## config.mk

```make
export PLATFORM = sky130hd
export DESIGN_NAME = deserializer
export DESIGN_NICKNAME = d
export VERILOG_FILES = /design/src/rtl/deserializer.sv
export SDC_FILE = /design/constraint.sdc
export NUM_CORES = 1
export LEC_CHECK = 0
export ABC_AREA = 1
export CORE_ASPECT_RATIO = 1.4
export CORE_MARGIN = 4
export CORE_UTILIZATION = 45
export CTS_BUF_LIST = sky130_fd_sc_hd__clkbuf_16
export DETAILED_ROUTE_END_ITERATION = 8
export PLACE_DENSITY_LB_ADDON = 0.12
export SETUP_SLACK_MARGIN = 0.5
export SLEW_MARGIN = 30
export SYNTH_ARGS = -nofsm -noshare
export SYNTH_HDL_FRONTEND = slang
export SYNTH_SLANG_ARGS = --single-unit
```

## constraint.sdc

```tcl
create_clock -name clk -period 1.7 [get_ports clk]
set_clock_uncertainty 0.05 [all_clocks]
set_input_delay 0.255 -clock clk [delete_from_list [all_inputs] [get_ports clk]]
set_output_delay 0.255 -clock clk [all_outputs]
set_load 0.01 [all_outputs]
```

## src/rtl/deserializer.sv

```systemverilog
// Serial-to-parallel converter: collects N bits under a valid/ready handshake
// and presents each completed word on a registered valid/ready output port.
module deserializer #(
    parameter int N         = 32,
    parameter bit MSB_FIRST = 1'b0
) (
    input  logic         clk,
    input  logic         reset,
    input  logic         recv_val,
    output logic         recv_rdy,
    input  logic         recv_msg,
    output logic         send_val,
    input  logic         send_rdy,
    output logic [N-1:0] send_msg
);

    localparam int CW = $clog2(N + 1);
    localparam logic [CW-1:0] CNT_FULL = CW'(N);
    localparam logic [CW-1:0] CNT_LAST = CW'(N - 1);

    logic [N-1:0]  r_sr;
    logic [CW-1:0] r_cnt;
    logic [N-1:0]  r_oq;
    logic          r_full;

    logic [N-1:0]  w_sr_shift;
    logic [N-1:0]  w_sr_next;
    logic [CW-1:0] w_cnt_next;
    logic [N-1:0]  w_oq_next;
    logic          w_full_next;
    logic          w_recv_fire;
    logic          w_send_fire;
    logic          w_slot_free;

    // Bit order is fixed at elaboration: shift toward bit 0 or toward bit N-1.
    generate
        if (MSB_FIRST) begin : g_msb_first
            assign w_sr_shift = {r_sr[N-2:0], recv_msg};
        end else begin : g_lsb_first
            assign w_sr_shift = {recv_msg, r_sr[N-1:1]};
        end
    endgenerate

    assign recv_rdy    = (r_cnt != CNT_FULL);
    assign send_val    = r_full;
    assign send_msg    = r_oq;
    assign w_recv_fire = recv_val && recv_rdy;
    assign w_send_fire = r_full && send_rdy;
    assign w_slot_free = !r_full || w_send_fire;

    always_comb begin
        w_sr_next   = r_sr;
        w_cnt_next  = r_cnt;
        w_oq_next   = r_oq;
        w_full_next = r_full;

        if (w_send_fire) begin
            w_full_next = 1'b0;
        end

        if (r_cnt == CNT_FULL) begin
            // A completed word is parked in SR until the output slot frees up.
            if (w_slot_free) begin
                w_oq_next   = r_sr;
                w_full_next = 1'b1;
                w_cnt_next  = '0;
            end
        end else if (w_recv_fire) begin
            w_sr_next = w_sr_shift;
            if (r_cnt == CNT_LAST) begin
                if (w_slot_free) begin
                    w_oq_next   = w_sr_shift;
                    w_full_next = 1'b1;
                    w_cnt_next  = '0;
                end else begin
                    w_cnt_next  = CNT_FULL;
                end
            end else begin
                w_cnt_next = r_cnt + CW'(1);
            end
        end
    end

    always_ff @(posedge clk or negedge reset) begin
        if (!reset) begin
            r_sr   <= '0;
            r_cnt  <= '0;
            r_oq   <= '0;
            r_full <= 1'b0;
        end else begin
            r_sr   <= w_sr_next;
            r_cnt  <= w_cnt_next;
            r_oq   <= w_oq_next;
            r_full <= w_full_next;
        end
    end

endmodule
```

==> impl_results.md <==
* Run status: complete, no violations
* Area of the core at between 0.007 and 0.008 mm^2
* Final Critical Period at approximately 1.6 ns
* Placed Area at approximately 0.004 mm^2
* GR Util met3 at 3.61%
* Clock transition at the registers of the reported paths at ~0.060 ns
* Placement Rows at 37
* GP Congestion at around 0.76
* I/O pin cnt at 39
* RSZ-0062 raised after global routing: yes
* Number of antenna diodes at 0
* Slowest cell delay on critical path at 0.41 ns
* Avg Cell Area, Syn at 7.85 um^2
* Slew Viols, Final at 0
* Mapped Cells at between 400 and 500
* Die area at approximately 0.0093 mm^2
* WP data arrival at ~1.8 ns
* Maximum fanout along the worst path at 7
* Final setup violation count at 0
* CTS max path bufs at 2
* Initial core utilization at between 40% and 50%
* Fill cells at around 530
* Layout cells sized above 1 at roughly 37%
* Syn Nets at about 450
* Most frequent cells in the layout: nand2_1, dfrtp_1, nand3_1
* Critical Path Start Type: flop
* Area contributors post-synth: dfrtp_1, nand2_1, nand3_1
* Largest net degree at the start of global routing at 44
* RR Endpoint: send_msg[2]
* Drt via density at roughly 5.8
* Sequential fraction of the synthesis area at roughly half
* Power Density at 1270 mW/mm^2
* P_sw at 2.40 mW
* Clk_lat worst skew at approximately 0.34 ns
* Worst reg2reg startpoint: r_cnt[1]
* Leakage at about 2.8 nW
* Design area at roughly 0.0052 mm^2
* TritonCTS Buffers at 9
* Ys Warns at 0
* Seq cells post-synth at 71
* TritonRoute pass-1 iters at 5
* Reg2reg setup slack at approximately 0.094 ns
* Top cell type's share of synthesized area at 50.6%
* Peak ir drop on the vdd network at roughly 1.1 mV
* Cell taking the most area after synthesis: dfrtp_1
* NumNets Final at around 530
* Setup CP Type: reg2reg
* Pwr Total at between 6 and 7 mW
* Worst hold path type: in2async
* Vias in the first global route at ~3000
* Initial antenna violation count at 0
* WL final at roughly 11000 um
* Iter 0 DRT Violations at approximately 440
* Fin crit share at between 90% and 100%
* Reg power frac at 35.8%
* Max H-tree Level at 3
* Commonest non-fill, non-tap cell in the layout: nand2_1
* PortBufs at 38
* CP bufs+invs at 4
* Setup TNS Final at 0 ns
* Total grt overflow at 0
* Die Wd at between 80 and 90 um
* Slew @ Worst Pin at 0.530 ns
* R2R cell count at 9
* Die height at about 110 um
* DP Wirelength at 4910 um
* Clock root cell: clkbuf_16
* Critical Path, Cell by Cell: inv_2, ha_4, buf_6, buf_12, clkbuf_4, nand4_1, nand2_1, nand3_2, nand2_2
* Wire length per cell at between 15 and 20 um
* Crit-path slowest cell: dfrtp_1
* Global Route Usage Sum at 19.5%
* Post-Syn Area at ~0.0035 mm^2
* Final hold vios at 0
* Met1 Resource Use GR at between 20% and 30%
* DRT antenna net count at 0
* Combinational Power Share at a little over a third
* Global routing's busiest layer: met2
* Routed vias at 3584
* TritonCTS Sinks at 71
* CTS tree: yes
* GR Util met2 at between 30% and 40%
* Net Sw Frac at 36.4%
* Power share of the clock group at ~28%
* CP Capture Type: flop
* Critical path required time at ~1.9 ns
* Max_slew headroom at 64.7%
* First-pass GRT wire length at about 14000 um
* Internal at approximately 4.2 mW
* DRC viols at 0
* Fmax achieved at about 620 MHz
* Max Cap Viol at 0
* Distinct cell type count of the synthesized netlist at 21
* Delay-heaviest family, CP: buffers and inverters
* P&R area growth vs syn at 47.8%
[kinds of logic (layout without fill, tap and decap cells)]
logic type | after synthesis | in the layout | share of synthesized area, %
xor+xnor | 2 | 2 | 0.499
simple gates | 323 | 327 | 40.9
compound gates | 6 | 6 | 0.856
fa+ha+maj | 2 | 2 | 0.713
buf+inv | 43 | 116 | 6.42
flops | 71 | 71 | 50.6
[cell usage after synthesis (all sizes together)]
master and instances:
clkbuf 7, nor2 9, nand4 33, dfrtp 71, nand3 75, nand2 206, xor2 1, o21ai 6
ha 2, buf 27, xnor2 1, inv 9
[sequential cells by signal (all words and copies together) (netlist names)]
signal,flops
send_msg,32
r_sr,32
send_val,1
r_cnt,6
[worst max path at each step]
stage	endpoint	start	slack (ns)	cells after the start
global placement	r_cnt[0]	r_cnt[0]	0.002	6
CTS	recv_rdy	r_cnt[1]	0.18	4
floorplan	recv_rdy	r_cnt[0]	0.27	6
detailed placement	r_cnt[0]	r_cnt[0]	-0.08	6
finish	send_msg[2]	r_cnt[1]	0.09	9
global route	send_msg[1]	r_cnt[0]	0.05	8
[area by class of cell]
class	instances	area [um^2]	area share (%)
Sequential cell	71	1780	34.3
Multi-Input combinational cell	337	1940	37.4
Clock inverter	7	63.8	1.23
Inverter	9	33.8	0.652
Timing Repair Buffer	91	1020	19.7
Clock buffer	9	225	4.34
Tap cell	97	121	2.34
[worst register-to-register path, delay by kind of cell, from the launching register on]
kind,cells,cell delay [ns]
buffers and inverters,4,0.52
flip-flops,1,0.41
AND/OR/NAND/NOR,4,0.41
adder cells (fa/ha/maj),1,0.17
[per-layer routing]
metal	wire length (um)	part of all wire, %	vias to the layer above
li1	-	-	1620
met1	4400	38	1735
met2	5840	51	198
met3	902	7.9	31
met4	317	2.8	0
met5	0	0	-
[power by group through the flow]
stage          sequential [mW]  combinational [mW]  clock [mW]
4_1_cts                   2.27                1.51        1.85
5_1_grt                   2.40                2.52        1.95
6_report                  2.36                2.37        1.86
3_5_place_dp              2.30                1.46           0
3_3_place_gp              2.29                1.43           0
2_1_floorplan             2.30               0.947           0
[what timing repair did]
action                     in CTS  in global routing
pin swaps                       4                 26
hold endpoints to repair       17                  0
gates cloned                    1                 16
gates resized for setup       156                113
hold buffers                    1                  0
setup endpoints to repair     105                 75
setup buffers                   5                 16
[stage by stage]
stage	instances	util [%]	hold slack (ns)	setup WS [ns]
2_1_floorplan	447	-	-0.0906	0.266
5_1_grt	621	69.6	0.408	0.0532
6_report	621	69.6	0.371	0.0937
4_1_cts	589	57.5	0.394	0.177
3_3_place_gp	566	53.9	0.195	0.00171
3_5_place_dp	566	53.9	0.207	-0.0751
Power figures use the tool's default switching activity.
